File: config.mk
export PLATFORM = sky130hd
export DESIGN_NAME = dpram_wr_arbiter
export DESIGN_NICKNAME = d
export VERILOG_FILES = /design/src/rtl/dpram_wr_arbiter.sv
export SDC_FILE = /design/constraint.sdc
export NUM_CORES = 1
export LEC_CHECK = 0
export CAP_MARGIN = 10
export CORE_MARGIN = 4
export CORE_UTILIZATION = 48
export CTS_CLUSTER_DIAMETER = 200
export CTS_CLUSTER_SIZE = 30
export DETAILED_ROUTE_END_ITERATION = 16
export MAX_ROUTING_LAYER = met4
export PLACE_DENSITY = 0.81
export SETUP_SLACK_MARGIN = 0.2
export SYNTH_ARGS = -nofsm -noshare
export SYNTH_HDL_FRONTEND = slang
export SYNTH_SLANG_ARGS = --single-unit
File: constraint.sdc
create_clock -name clk -period 4.99 [get_ports clk]
set_input_delay 0.7485 -clock clk [delete_from_list [all_inputs] [get_ports clk]]
set_output_delay 0.7485 -clock clk [all_outputs]
set_load 0.02 [all_outputs]
File: src/rtl/dpram_wr_arbiter.sv
// Round-robin write-port arbiter for a single-clock dpram.
// Owns the write/read pointers and the occupancy count.
module dpram_wr_arbiter #(
    parameter int NumReq   = 4,
    parameter int Depth    = 8,
    parameter int Width    = 4,
    parameter int PtrWidth = $clog2(Depth)
) (
    input  logic                    clk,
    input  logic                    rst_n,
    input  logic [NumReq-1:0]       i_req,
    input  logic [NumReq*Width-1:0] i_data,
    output logic [NumReq-1:0]       o_gnt,
    output logic                    o_wr_en,
    output logic [PtrWidth-1:0]     o_wr_ptr,
    output logic [Width-1:0]        o_wr_data,
    output logic                    o_full,
    input  logic                    i_rd_en,
    output logic [PtrWidth-1:0]     o_rd_ptr,
    output logic                    o_empty,
    output logic [PtrWidth:0]       o_count
);

    localparam int IdxW = (NumReq > 1) ? $clog2(NumReq) : 1;
    localparam logic [PtrWidth:0] FullCount = (PtrWidth + 1)'(Depth);
    localparam logic [IdxW-1:0] LastIdx = IdxW'(NumReq - 1);

    logic [PtrWidth-1:0] wr_ptr;
    logic [PtrWidth-1:0] rd_ptr;
    logic [PtrWidth:0]   count;
    logic [IdxW-1:0]     last_gnt;
    logic [IdxW-1:0]     gnt_idx;
    logic [IdxW-1:0]     scan_idx;
    logic                found;
    logic                rd_acc;

    assign o_full   = (count == FullCount);
    assign o_empty  = (count == '0);
    assign o_count  = count;
    assign o_wr_ptr = wr_ptr;
    assign o_rd_ptr = rd_ptr;
    assign o_wr_en  = |o_gnt;
    assign rd_acc   = i_rd_en & ~o_empty;

    // Scan starts just after the last winner; gated off in reset and when full.
    always_comb begin
        o_gnt    = '0;
        gnt_idx  = last_gnt;
        scan_idx = '0;
        found    = 1'b0;
        if (rst_n && !o_full) begin
            for (int off = 1; off <= NumReq; off++) begin
                scan_idx = IdxW'((int'(last_gnt) + off) % NumReq);
                if (!found && i_req[scan_idx]) begin
                    found           = 1'b1;
                    gnt_idx         = scan_idx;
                    o_gnt[scan_idx] = 1'b1;
                end
            end
        end
    end

    always_comb begin
        o_wr_data = '0;
        for (int k = 0; k < NumReq; k++) begin
            if (o_gnt[k]) begin
                o_wr_data = i_data[k*Width +: Width];
            end
        end
    end

    always_ff @(posedge clk or negedge rst_n) begin
        if (!rst_n) begin
            wr_ptr   <= '0;
            rd_ptr   <= '0;
            count    <= '0;
            last_gnt <= LastIdx;
        end else begin
            if (o_wr_en) begin
                wr_ptr   <= wr_ptr + PtrWidth'(1);
                last_gnt <= gnt_idx;
            end
            if (rd_acc) begin
                rd_ptr <= rd_ptr + PtrWidth'(1);
            end
            unique case ({o_wr_en, rd_acc})
                2'b10:   count <= count + (PtrWidth + 1)'(1);
                2'b01:   count <= count - (PtrWidth + 1)'(1);
                default: count <= count;
            endcase
        end
    end

endmodule

==> metrics.cfg <==
[sta]
rsz0062_at_grt=true
period_minus_slack_ps=4660
fin_skew_ps=6.41
fin_tns_setup_ps=0
final.setup.worst_slack_ps=330
tightest_slew_ps=721
fmaxAchievable_ghz=0.215
timing_max_transition_violations_final=0
hold_violations=0
whs_ps=483
slew_headroom_pct=51.9
period_share_pct=93.4
setup_violations=0

[floorplan]
ios=44
die_height_um=63.2
fp-row-count=19
die_w_um=63.2
start_util_pct=51.7
die_area_um2=3990
coreArea_um2=2830

[clock_tree]
cts_root_buf=clkbuf_4
cts_tree=done
numCtsBuffers=3
clkLatencyLatePin_ps=270
cts.htree.levels=1
cts_buffer_depth=2
clock_sinks=12
cts.clk_slew.worst_paths_ps=70

[worst_setup_path]
crit_type=primary input to output port
cp_max_fo=9
r2r_end=o_count[2]
required_ps=4240
cp.arrival_ps=3910
cp-end-kind=output port
r2r_cells=14
rrSetupSlack_ps=1040
cp-start-kind=primary input
r2r-start=last_gnt[1]

[synth]
syn_nets=202
synth_top_cell_by_area=dfrtp_1
ys_ff_latch=12
yosysSeqAreaShare_pct=20.7
synth_top_area_share_pct=17.1
synth_flop_cell=dfrtp_1
ys_warn_count=0
synth.area.top_cells=dfrtp_1, ha_1, dfstp_2, nand2_1, xnor2_1
synth_edf_count=0
synth.distinct_cells=50
syn-instance-count=166
synthArstFlopShare_pct=100
syn_area_per_cell_um2=8.81
synthesis.area_um2=1460

[drt]
drt_iter0_markers=64
drt-total-wl_mm=4.05
antenna_left=0
routedWlPerCell_um=16.7
drt_pass1_iterations=4
drc=0
vias=1482
drt-vias-per-instance=6.10

[global_route]
grt_max_degree=25
grt_pass1_vias=1483
grt_pass1_wl_mm=6.86
grt-ovfl-total=0
grt_usage_pct=21.3
antenna_found_initial=0

[placed_design]
detailedPlace.worstSlack_ps=260
gp_congestion=0.926
dp_cells=235
place_area_um2=1900
io_buffers=43
hpwl_mm=3.07

[finish]
fin_nets=249
layout.cells.non_filler=243
drive_above_1_share_pct=13.7
layout_commonest_cell=clkdlybuf4s50_1
most-common-layout-cells=clkdlybuf4s50_1, nand2_1, ha_1, inv_1, dfrtp_1
fin_area_um2=1990
area_growth_pct=35.8
n_antenna_cell=0

[min_path]
min_path_cells=1
min_from=o_rd_ptr[2]
hold_path_class=flip-flop to flip-flop
hold_end=o_rd_ptr[2]

[pwr]
p_per_area_nw_per_um2=800
vdd_drop_max_uv=525
p_leak_nw=0.804

[outcome]
status=complete, no violations

[job]
drv_cap=0

flip-flops by register name, summed over array words and instances, names as in the netlist:
register	count
o_count	4
o_rd_ptr	3
o_wr_ptr	3
last_gnt	2
stage by stage:
stage	total power, mW	util, %
6_report	1.59	70.2
5_1_grt	1.72	70.2
4_1_cts	1.53	68.2
3_5_place_dp	1.46	67.3
3_3_place_gp	1.43	67.3
2_1_floorplan	1.07	-
critical path: stages:
cell,delay (ps)
clkdlybuf4s50_1,630
or3b_1,440
a2111oi_4,510
o21a_1,200
o21ai_1,130
and2b_1,290
a221oi_1,300
clkdlybuf4s50_1,650
worst max-delay path by stage:
stage | end | slack (ps) | start
after global routing | o_wr_data[0] | 170 | i_req[3]
after CTS | o_wr_data[3] | 210 | last_gnt[1]
after detailed placement | o_wr_data[1] | 260 | i_req[1]
final | o_wr_data[2] | 330 | i_req[2]
after global placement | o_wr_data[0] | 380 | i_req[1]
after floorplan | o_wr_data[0] | 670 | last_gnt[0]
routing by layer:
layer / vias up / track usage, % / share of wire [%]
met4: 0 / 8.36 / 2.5
met1: 688 / 26.9 / 42
met2: 63 / 34.1 / 50
met3: 12 / 3.20 / 5.4
met5: - / - / 0
li1: 719 / - / -
report_power, final:
| part | switching, mW | internal (mW) | leakage (nW) |
|---|---|---|---|
| Sequential | 0.0634 | 0.160 | 0.139 |
| Clock | 0.0313 | 0.0310 | 0.0150 |
| Combinational | 0.709 | 0.594 | 0.651 |
what timing repair did:
item,in CTS,in global routing
hold buffers,0,0
gates resized for setup,1,8
pin swaps,0,1
setup endpoints to repair,1,4
setup buffers,0,4
synthesized netlist by cell type, types with 2 or more instances:
cell type	instances
nand2_1	14
ha_1	13
inv_1	11
a21oi_1	10
dfrtp_1	10
nor2_1	8
nor3_1	6
xnor2_1	6
a221oi_1	5
a31oi_1	5
and2_1	4
mux2_2	4
o21ai_1	4
xor2_1	4
a21o_1	3
clkbuf_1	3
nand2b_1	3
o21ai_0	3
or3_1	3
a32oi_1	2
buf_2	2
buf_6	2
dfstp_2	2
mux2i_1	2
mux4_2	2
nand3b_1	2
nor3b_1	2
nor4_1	2
nor4b_1	2
o21a_1	2
o22ai_1	2
o311ai_1	2
o32a_1	2
o32ai_1	2
or3b_1	2
cells by family (layout without fill, tap and decap cells):
kind of cell               count (synthesis)  in the layout  share of synthesized area (%)
DFF                                       12             12                           20.7
buffers and inverters                     19             65                           6.07
and+or+nand+nor                           53             53                           20.2
AOI/OAI and AO/OA                         50             50                           27.4
adders and majority gates                 13             13                           11.1
muxes                                      9              9                           8.55
xor gates and xnor gates                  10             10                           5.99
area by class of cell:
| class | count | area, um^2 |
|---|---|---|
| clock buffer | 4 | 26.3 |
| fill | 223 | 842 |
| inverter | 12 | 48.8 |
| multi-input combinational | 135 | 1090 |
| sequential | 12 | 303 |
| tap | 31 | 38.8 |
| timing repair buffer | 49 | 479 |
(Power assumes the default switching activity.)
==> variant (config.mk and constraints unchanged) <==
Set the parameter `Depth` to 4 (it was 8).
--- a/src/rtl/dpram_wr_arbiter.sv
+++ b/src/rtl/dpram_wr_arbiter.sv
@@ -4,3 +4,3 @@
     parameter int NumReq   = 4,
-    parameter int Depth    = 8,
+    parameter int Depth    = 4,
     parameter int Width    = 4,
Ports: changed (resized o_count, o_rd_ptr and o_wr_ptr); port bits go from 44 to 41. The function was not compared with the original's and may differ.
==> variant against the unedited design <==
  * Routed wire length decreased by 25%
  * Area after synthesis is 20% lower
  * Sequential cell count fell by 3
  * Core utilization up 3.1 points
  * Final area fell by 17%
  * Register-to-register slack gained 90 ps
  * Setup slack improved by 57 ps
  * Power shrank 18%
==> variant: results (changes against the unedited design) <==
- The run finished with clean final reports.
- The met3 routing resource usage after global routing is 0.04977 (+0.01780).
- The part of the total power dissipated in sequential elements is 0.138 (-0.003).
- The aggregate global-route resource usage is 0.1970 (-0.01563).
- The filler cell count is 177 (-21%).
- The number of port buffers was 40 (-7.0%).
- The layout net count is 206 (-17%).
- By count the netlist is led by 16 x sky130_fd_sc_hd__inv_1, 10 x sky130_fd_sc_hd__a21oi_1, 9 x sky130_fd_sc_hd__ha_1.
- The power drawn by the clock network was 0.0561 mW (-9.8%).
- The fraction of the mapped netlist area in adder cells is 0.1140 (+0.002772).
- The number of global-route vias before repair is 1071 (-28%).
- The flip-flop count of the largest register, all copies and words added is 3 (-1).
- The pin count of the biggest net entering global routing was 18 (-28%).
- The share of cell area taken by multi-input logic gates is 0.5234 (-0.02567).
- The final estimated routing congestion in global placement came to 0.8770 (-5.3%).
- The met2 track demand over resource was 0.3312 (-0.01008).
- The highest fanout seen on the critical path is 10 (+1).
- The final wirelength is 3036 microns (-25%).
- The post-synthesis mux area share was 0.08172 (-0.003823).
- The part of the Yosys area used for sequential elements is 0.1957 (-0.01132).
- The total met3 wirelength after detailed routing came to 277 microns (+26%).
- Sorting the synthesized cells by area gives the leading types as sky130_fd_sc_hd__dfrtp_1 15%, sky130_fd_sc_hd__ha_1 9.7%, sky130_fd_sc_hd__inv_1 5.2%.
- The buffer count excluding the clock tree in the final layout is 44 (-10%).
- The standby leakage power came to 0.7049 nW (-12%).
- The number of DRC violations after detailed-routing iteration 0 is 29 (-55%).
- The detailed-route vias per instance was 5.655 (-7.3%).
- The reported net switching power came to 0.6373 mW (-21%).
- The first-pass GRT wire length is 5126 microns (-25%).
- The number of clock sinks is 9 (-3).
- The final-layout clock-cell area share was 0.01588 (+0.002661).
- The met1 global-route usage is 0.2462 (-0.02318).
- The total area of sequential cells came to 231.5 sq um (-24%).
- The arrival time at the worst endpoint is 3850 ps (-60 ps).
- The area fraction in compound gates after synthesis is 0.2763 (+0.002606).
- The fraction of final layout cells sized beyond drive strength 1 was 0.1744 (+0.03763).
- The number of cells in the design after placement is 193 (-18%).
- The number of nets produced by synthesis is 161 (-20%).
- The slowest library cell on the worst path is sky130_fd_sc_hd__dfstp_2.
- The XOR/XNOR share of the synthesized area is 0.06022 (+0.0003348).
- The number of multi-input combinational cells in the layout is 99 (-27%).
- The non-clock buffer area fraction after layout is 0.2632 (+0.02205).
- The average wire per cell in the routed design is 15.18 microns (-8.9%).
- The half-perimeter wire length after detailed placement is 2402 microns (-22%).
- The number of ordinary inverters in the final layout is 16 (+4).
[variant: final timing paths]
kind	from	endpoint	slack, ps	depth (start not counted)
worst max register to register	last_gnt[1]$_DFFE_PN1P_	o_count[2]$_DFFE_PN0P_	1130	14
worst min register to register	o_wr_ptr[1]$_DFFE_PN0P_	o_wr_ptr[1]$_DFFE_PN0P_	470	1
min in group asynchronous	rst_n	o_wr_ptr[0]$_DFFE_PN0P_	800	1
worst min-delay path	o_wr_ptr[1]$_DFFE_PN0P_	o_wr_ptr[1]$_DFFE_PN0P_	470	1
worst max-delay path	last_gnt[1]$_DFFE_PN1P_	o_wr_data[1]	390	9
max in group asynchronous	rst_n	last_gnt[0]$_DFFE_PN1P_	3850	1
[variant: kinds of logic (layout without fill, tap and decap cells)]
| family | Yosys count | in the layout |
|---|---|---|
| AOI/OAI and AO/OA | 40 | 40 |
| and+or+nand+nor | 36 | 36 |
| buffers and inverters | 20 | 64 |
| adders and majority gates | 10 | 10 |
| DFF | 9 | 9 |
| xor gates and xnor gates | 8 | 8 |
| muxes | 5 | 5 |
[variant: metrics by stage]
stage | utilization | hold slack (ps) | setup slack (ps) | cell area, sq um | total power [mW]
6_report | 0.7336 | 466.6 | 386.7 | 1654 | 1.304
3_5_place_dp | 0.6992 | 460.5 | 293.9 | 1577 | 1.201
3_3_place_gp | 0.6992 | 455.1 | 404.1 | 1577 | 1.175
4_1_cts | 0.7125 | 472.7 | 264.9 | 1607 | 1.270
5_1_grt | 0.7336 | 491.9 | 192.8 | 1654 | 1.415
2_1_floorplan | - | 452.9 | 1120 | 1164 | 0.8876
[variant: repair_timing]
item / in CTS / in global routing
hold buffers: 0 / 0
setup buffers: 0 / 3
endpoints found under the setup margin: 2 / 4
resized for setup: 3 / 6
